File: src/rtl/glb_pe_pkg.sv
// Shared types and tag-match helper for the global PE node.
package glb_pe_pkg;

  typedef enum logic [1:0] {S_IDLE, S_ACC, S_PSUM, S_OUT} state_e;
  typedef enum logic {KIND_IFMAP = 1'b0, KIND_FILTER = 1'b1} kind_e;

  // Tags are zero-extended to this width so one helper serves any ID_WIDTH.
  localparam int unsigned ID_MAX_W = 16;
  localparam logic [ID_MAX_W-1:0] BCAST_ID = '1;

  function automatic logic id_match(input logic [ID_MAX_W-1:0] tag,
                                    input logic [ID_MAX_W-1:0] mine,
                                    input int unsigned         width);
    logic [ID_MAX_W-1:0] bcast;
    bcast = BCAST_ID >> (ID_MAX_W - width);
    return (tag == mine) || (tag == bcast);
  endfunction

endpackage

File: src/rtl/pe_operand_fifo.sv
// Operand FIFO with first-word-fall-through read port and synchronous reset.
module pe_operand_fifo #(
  parameter int unsigned DATA_WIDTH = 16,
  parameter int unsigned FIFO_DEPTH = 4
) (
  input  logic                  clk,
  input  logic                  rst,
  input  logic                  push,
  input  logic [DATA_WIDTH-1:0] wdata,
  input  logic                  pop,
  output logic [DATA_WIDTH-1:0] rdata,
  output logic                  full,
  output logic                  empty
);

  localparam int unsigned AW = $clog2(FIFO_DEPTH);

  logic [DATA_WIDTH-1:0] mem [FIFO_DEPTH];
  logic [AW-1:0]         wr_ptr;
  logic [AW-1:0]         rd_ptr;
  logic [AW:0]           count;
  logic                  do_push;
  logic                  do_pop;

  assign full    = (count == (AW+1)'(FIFO_DEPTH));
  assign empty   = (count == '0);
  assign do_pop  = pop & ~empty;
  assign do_push = push & (~full | do_pop);
  assign rdata   = mem[rd_ptr];

  // NOTE: sequential state uses non-blocking assignments so every flop samples pre-edge values.
  always_ff @(posedge clk) begin
    if (rst) begin
      wr_ptr <= '0;
      rd_ptr <= '0;
      count  <= '0;
    end else begin
      if (do_push) wr_ptr <= wr_ptr + AW'(1);
      if (do_pop)  rd_ptr <= rd_ptr + AW'(1);
      unique case ({do_push, do_pop})
        2'b10:   count <= count + (AW+1)'(1);
        2'b01:   count <= count - (AW+1)'(1);
        default: count <= count;
      endcase
    end
  end

  // NOTE: storage is not reset; the pointers and count alone define what is valid.
  always_ff @(posedge clk) begin
    if (do_push) mem[wr_ptr] <= wdata;
  end

endmodule

File: src/rtl/glb_pe_mc.sv
// Global PE: tagged multicast capture into operand FIFOs, K-long MAC, psum add.
// Define GLB_PE_SAT_EN for saturating arithmetic and the sticky sat_flag output.
module glb_pe_mc
  import glb_pe_pkg::*;
#(
  parameter int unsigned DATA_WIDTH = 16,
  parameter int unsigned ACC_WIDTH  = 40,
  parameter int unsigned ID_WIDTH   = 4,
  parameter int unsigned FIFO_DEPTH = 4,
  parameter int unsigned K_WIDTH    = 8
) (
  input  logic                  clk,
  input  logic                  rst,
  input  logic                  cfg_valid,
  input  logic [ID_WIDTH-1:0]   cfg_row_id,
  input  logic [ID_WIDTH-1:0]   cfg_col_id,
  input  logic [K_WIDTH-1:0]    cfg_klen,
  input  logic                  bus_valid,
  output logic                  bus_ready,
  input  logic                  bus_ready_all,
  input  logic                  bus_kind,
  input  logic [ID_WIDTH-1:0]   bus_row_id,
  input  logic [ID_WIDTH-1:0]   bus_col_id,
  input  logic [DATA_WIDTH-1:0] bus_data,
  input  logic                  psum_in_valid,
  output logic                  psum_in_ready,
  input  logic [ACC_WIDTH-1:0]  psum_in_data,
  output logic                  psum_out_valid,
  input  logic                  psum_out_ready,
  output logic [ACC_WIDTH-1:0]  psum_out_data,
  output logic                  busy
`ifdef GLB_PE_SAT_EN
  ,
  output logic                  sat_flag
`endif
);

  state_e                        state, state_next;
  logic [ID_WIDTH-1:0]           row_id, col_id;
  logic [K_WIDTH-1:0]            klen, cnt;
  logic [ACC_WIDTH-1:0]          acc;
  logic                          hit, kind_full, bus_fire, pop, last_pair;
  logic                          if_full, if_empty, fl_full, fl_empty;
  logic [DATA_WIDTH-1:0]         if_rdata, fl_rdata;
  logic signed [2*DATA_WIDTH-1:0] prod;
  logic [ACC_WIDTH-1:0]          prod_ext, mac_sum, psum_sum;
  kind_e                         kind;

  assign kind = kind_e'(bus_kind);
  assign hit  = id_match(ID_MAX_W'(bus_row_id), ID_MAX_W'(row_id), ID_WIDTH)
              & id_match(ID_MAX_W'(bus_col_id), ID_MAX_W'(col_id), ID_WIDTH);

  // A PE that is not addressed must never hold back the shared bus.
  assign kind_full = (kind == KIND_FILTER) ? fl_full : if_full;
  assign bus_ready = ~hit | ~kind_full;
  assign bus_fire  = bus_valid & bus_ready_all & hit;

  pe_operand_fifo #(.DATA_WIDTH(DATA_WIDTH), .FIFO_DEPTH(FIFO_DEPTH)) u_ifmap_fifo (
    .clk   (clk),
    .rst   (rst),
    .push  (bus_fire & (kind == KIND_IFMAP)),
    .wdata (bus_data),
    .pop   (pop),
    .rdata (if_rdata),
    .full  (if_full),
    .empty (if_empty)
  );

  pe_operand_fifo #(.DATA_WIDTH(DATA_WIDTH), .FIFO_DEPTH(FIFO_DEPTH)) u_filter_fifo (
    .clk   (clk),
    .rst   (rst),
    .push  (bus_fire & (kind == KIND_FILTER)),
    .wdata (bus_data),
    .pop   (pop),
    .rdata (fl_rdata),
    .full  (fl_full),
    .empty (fl_empty)
  );

  assign pop       = (state == S_ACC) & ~if_empty & ~fl_empty;
  assign last_pair = ((cnt + K_WIDTH'(1)) == klen);
  assign prod      = $signed(if_rdata) * $signed(fl_rdata);
  assign prod_ext  = ACC_WIDTH'(prod);

`ifdef GLB_PE_SAT_EN
  localparam logic [ACC_WIDTH-1:0] ACC_MAX = {1'b0, {(ACC_WIDTH-1){1'b1}}};
  localparam logic [ACC_WIDTH-1:0] ACC_MIN = {1'b1, {(ACC_WIDTH-1){1'b0}}};

  logic [ACC_WIDTH:0] mac_wide, psum_wide;
  logic               mac_ovf, psum_ovf;

  // One guard bit: overflow whenever it disagrees with the result sign.
  assign mac_wide  = {acc[ACC_WIDTH-1], acc} + {prod_ext[ACC_WIDTH-1], prod_ext};
  assign psum_wide = {acc[ACC_WIDTH-1], acc} + {psum_in_data[ACC_WIDTH-1], psum_in_data};
  assign mac_ovf   = mac_wide[ACC_WIDTH] ^ mac_wide[ACC_WIDTH-1];
  assign psum_ovf  = psum_wide[ACC_WIDTH] ^ psum_wide[ACC_WIDTH-1];
  assign mac_sum   = mac_ovf  ? (mac_wide[ACC_WIDTH]  ? ACC_MIN : ACC_MAX) : mac_wide[ACC_WIDTH-1:0];
  assign psum_sum  = psum_ovf ? (psum_wide[ACC_WIDTH] ? ACC_MIN : ACC_MAX) : psum_wide[ACC_WIDTH-1:0];

  always_ff @(posedge clk) begin
    if (rst) begin
      sat_flag <= 1'b0;
    end else if (psum_out_valid & psum_out_ready) begin
      sat_flag <= 1'b0;
    end else if ((pop & mac_ovf) | (psum_in_valid & psum_in_ready & psum_ovf)) begin
      sat_flag <= 1'b1;
    end
  end
`else
  assign mac_sum  = acc + prod_ext;
  assign psum_sum = acc + psum_in_data;
`endif

  // NOTE: every output of this block gets a default first so no path infers a latch.
  always_comb begin
    state_next     = state;
    psum_in_ready  = 1'b0;
    psum_out_valid = 1'b0;
    unique case (state)
      S_IDLE: if (cfg_valid) state_next = S_ACC;
      S_ACC:  if (pop && last_pair) state_next = S_PSUM;
      S_PSUM: begin
        psum_in_ready = 1'b1;
        if (psum_in_valid) state_next = S_OUT;
      end
      S_OUT: begin
        psum_out_valid = 1'b1;
        if (psum_out_ready) state_next = S_ACC;
      end
      default: state_next = S_IDLE;
    endcase
  end

  assign busy = (state != S_IDLE);

  always_ff @(posedge clk) begin
    if (rst) begin
      state         <= S_IDLE;
      row_id        <= '0;
      col_id        <= '0;
      klen          <= K_WIDTH'(1);
      cnt           <= '0;
      acc           <= '0;
      psum_out_data <= '0;
    end else begin
      state <= state_next;
      unique case (state)
        S_IDLE: if (cfg_valid) begin
          row_id <= cfg_row_id;
          col_id <= cfg_col_id;
          klen   <= (cfg_klen == '0) ? K_WIDTH'(1) : cfg_klen;
        end
        S_ACC: if (pop) begin
          acc <= mac_sum;
          cnt <= last_pair ? '0 : cnt + K_WIDTH'(1);
        end
        S_PSUM: if (psum_in_valid) begin
          psum_out_data <= psum_sum;
          acc           <= '0;
        end
        default: ;
      endcase
    end
  end

endmodule

File: config.mk
export PLATFORM = sky130hd
export DESIGN_NAME = glb_pe_mc
export DESIGN_NICKNAME = d
export VERILOG_FILES = /design/src/rtl/glb_pe_pkg.sv /design/src/rtl/pe_operand_fifo.sv /design/src/rtl/glb_pe_mc.sv
export SDC_FILE = /design/constraint.sdc
export NUM_CORES = 1
export LEC_CHECK = 0
export ABC_AREA = 1
export CELL_PAD_IN_SITES_DETAIL_PLACEMENT = 1
export CELL_PAD_IN_SITES_GLOBAL_PLACEMENT = 2
export CORE_MARGIN = 2
export CORE_UTILIZATION = 40
export DETAILED_ROUTE_END_ITERATION = 16
export PLACE_DENSITY = 0.87
export SETUP_SLACK_MARGIN = 0.1
export SYNTH_ARGS = -nofsm -noshare
export SYNTH_HDL_FRONTEND = slang
export SYNTH_SLANG_ARGS = --single-unit
File: constraint.sdc
create_clock -name clk -period 19 [get_ports clk]
set_clock_uncertainty 0.15 [all_clocks]
set_input_delay 3.8 -clock clk [delete_from_list [all_inputs] [get_ports clk]]
set_output_delay 3.8 -clock clk [all_outputs]
set_load 0.02 [all_outputs]
==> metrics <==
largest net degree at the start of global routing 73; Die W 255.2 um; YS warnings 0; clock root cell clkbuf_16; count leader, synth nand2_1; Detail Route Antenna Nets 0; VDD IR max 0.08092 mV; Final period util 0.5441; multi-input logic area 16,300 um2; critical path startpoint category register; Initial DRC Count 1,283; H-tree levels 1; endpoint class of the critical path register; PwrDens 78.33 nW/um2; Register-to-Register Path Depth 36; clk sinks 252; Starting Density 0.4023; post-CTS sizing 0; Post-synth ARST share 0; overall power 2.237 mW; Net Sw Frac 0.4196; RR Endpoint acc[39]; post-layout min period 10.34 ns; Slowest cell on crit path dfxtp_1; largest cells by area after synthesis fa_1 21%, edfxtp_1 15%, dfxtp_1 9.8%, nand2_1 9.4%, inv_1 9.0%; GR Util All Layers 0.2782; maximum clock rate 96.73 MHz; Max Buffers Root-to-Sink 3; global-route wire length before repair 139.0 mm; Fillers 7,650; DP HPWL 72.07 mm; Hold Path Depth 1; share of cells above drive strength 1 0.03470; antenna violations before repair 4; Pleak 13.30 nW; total CTS buffers 29; RSZ-0062 raised after global routing no; slew margin rel. 0.1594; clk slew on worst S/H paths 0.06 ns; Synth top area share 0.2110; Syn Area/Cell 7.745 um2; Detailed Routing Iterations Pass 1 5; crit-path max FO 33; post-DR vias/cell 5.262; num rows 92; Layout area overhead 13.13%; FF+latch count, synth 252; worst hold path class register to register; total detailed-routing wirelength 88.11 mm; hold_ws 0.2977 ns; Sequential Power Share 0.296; switching pwr 0.9384 mW; drt drc 0; final hold violation count 0; vias in the first global route 24,300; worst path arrival time 10.71 ns; vias post-DR 22,370; CP endpoint acc[39]; Internal 1.298 mW; area leader, netlist fa_1; num ports 132; max-slew violation count 0; Sequential Area 6326 um2; post-CTS setup buffer count 0; TritonCTS clock tree built; DP Worst Slack 8.540 ns; Clock Latency Late Sink 0.60 ns; portion of total power attributed to the clock network 0.271; Final setup viols 0; die area 65,130 um2; Setup WS post-layout 8.662 ns; max_cap viols 0; syn_nets 3,788; top cells by count, synth 633 x nand2_1, 605 x inv_1, 456 x nor2_1, 266 x fa_1, 239 x a21oi_1; CTS Hold Bufs 0; Crit path largest cell delay 1.12 ns; Synth Cell Area 25,240 um2; top_reg_cell synth edfxtp_1; sequential cell area fraction in the yosys report 0.2506; number of flops mapped to enable cells by yosys 128; fin nets 3,907; logic gate share of total power 0.433; port bufs 131; Routability Congestion 0.9252; internal reg-to-reg setup slack 8.66 ns; WP data required 19.37 ns; critical path type register to register; slew of the pin with the lowest slew margin 1.259 ns; Die Y-Extent 255.2 um; Avg WL per Cell 20.73 um; status complete, no violations; gr ovfl total 0; Yosys cell types 47; Post-Syn Instances 3,259; core area 62,740 um2; setup TNS 0 ns
==> flip-flops by register name, indices dropped and copies added (netlist names), named ones only <==
| name | count |
|---|---|
| state | 2 |
| u_ifmap_fifo.count | 3 |
| u_filter_fifo.wr_ptr | 2 |
| cnt | 8 |
| u_ifmap_fifo.rd_ptr | 2 |
| u_ifmap_fifo.wr_ptr | 2 |
| psum_out_data | 40 |
| u_ifmap_fifo.mem | 64 |
| u_filter_fifo.mem | 64 |
| acc | 40 |
| u_filter_fifo.count | 3 |
| klen | 8 |
| row_id | 4 |
| u_filter_fifo.rd_ptr | 2 |
| col_id | 4 |
==> area by class of cell <==
type	count	area share
inverter	619	0.08137
clock buffer	33	0.02594
tap	846	0.03707
timing repair buffer	159	0.05311
sequential	252	0.2216
multi-input combinational	2317	0.5708
antenna	4	0.0003506
clock inverter	21	0.009816
==> through the flow <==
stage	std cells	area (um2)	utilization
5_1_grt	4251	28550	0.4551
3_3_place_gp	4193	27520	0.4387
3_5_place_dp	4193	27520	0.4387
2_1_floorplan	3259	25240	-
6_report	4251	28550	0.4551
4_1_cts	4247	28540	0.4550
==> cell usage in the layout, fill, tap and decap left out, types with 13 or more instances in the layout <==
cell	n
nand4_1	19
nor2_1	456
a31oi_1	13
ha_1	175
edfxtp_1	128
o211ai_1	23
a32oi_1	20
buf_4	28
o21ai_0	144
o21ai_1	15
fa_1	266
nor3_1	26
xnor2_1	30
clkbuf_16	29
inv_1	605
nand3_1	124
nand2_1	633
xor2_1	38
clkdlybuf4s50_1	130
or2_2	14
a21oi_1	239
dfxtp_1	124
o21bai_1	14
==> critical path, delay by kind of cell (launching register included) <==
family                     cells  cell delay, ns
buffers and inverters          8            1.47
DFF                            1            1.12
and+or+nand+nor               18            2.62
adders and majority gates      8            4.48
AOI/OAI and AO/OA              2            0.42
==> cells by family (layout without fill, tap and decap cells) <==
kind of cell	Yosys count	count (layout)	share of synthesized area
AO/OA/AOI/OAI	513	513	0.1177
XOR/XNOR	68	68	0.02360
adder cells (fa/ha/maj)	441	441	0.2977
buffers and inverters	690	832	0.1037
flip-flops	252	252	0.2506
other	0	4	0
AND/OR/NAND/NOR	1295	1295	0.2067
==> how the worst min path moves through the flow <==
stage | startpoint | to
6_report | u_ifmap_fifo.rd_ptr[1] | u_ifmap_fifo.rd_ptr[1]
5_1_grt | u_ifmap_fifo.rd_ptr[1] | u_ifmap_fifo.rd_ptr[1]
4_1_cts | u_ifmap_fifo.rd_ptr[1] | u_ifmap_fifo.rd_ptr[1]
3_5_place_dp | u_ifmap_fifo.rd_ptr[1] | register
3_3_place_gp | u_ifmap_fifo.rd_ptr[1] | u_ifmap_fifo.rd_ptr[1]
2_1_floorplan | u_ifmap_fifo.rd_ptr[1] | register
==> power by group through the flow <==
| stage | logic, mW | clock network, mW | registers (mW) |
|---|---|---|---|
| 2_1_floorplan | 0.626 | 0 | 0.666 |
| 3_3_place_gp | 0.937 | 0 | 0.673 |
| 3_5_place_dp | 0.958 | 0 | 0.675 |
| 4_1_cts | 0.966 | 0.616 | 0.663 |
| 5_1_grt | 1.09 | 0.636 | 0.666 |
| 6_report | 0.969 | 0.605 | 0.663 |
==> per-layer routing <==
metal / GRT usage / wire length [um]
met1: 0.3507 / 38030
met2: 0.4985 / 43890
met3: 0.02532 / 2877
met4: 0.09474 / 3319
met5: 0 / 0
Note: power is estimated with default switching activity, not from simulation.
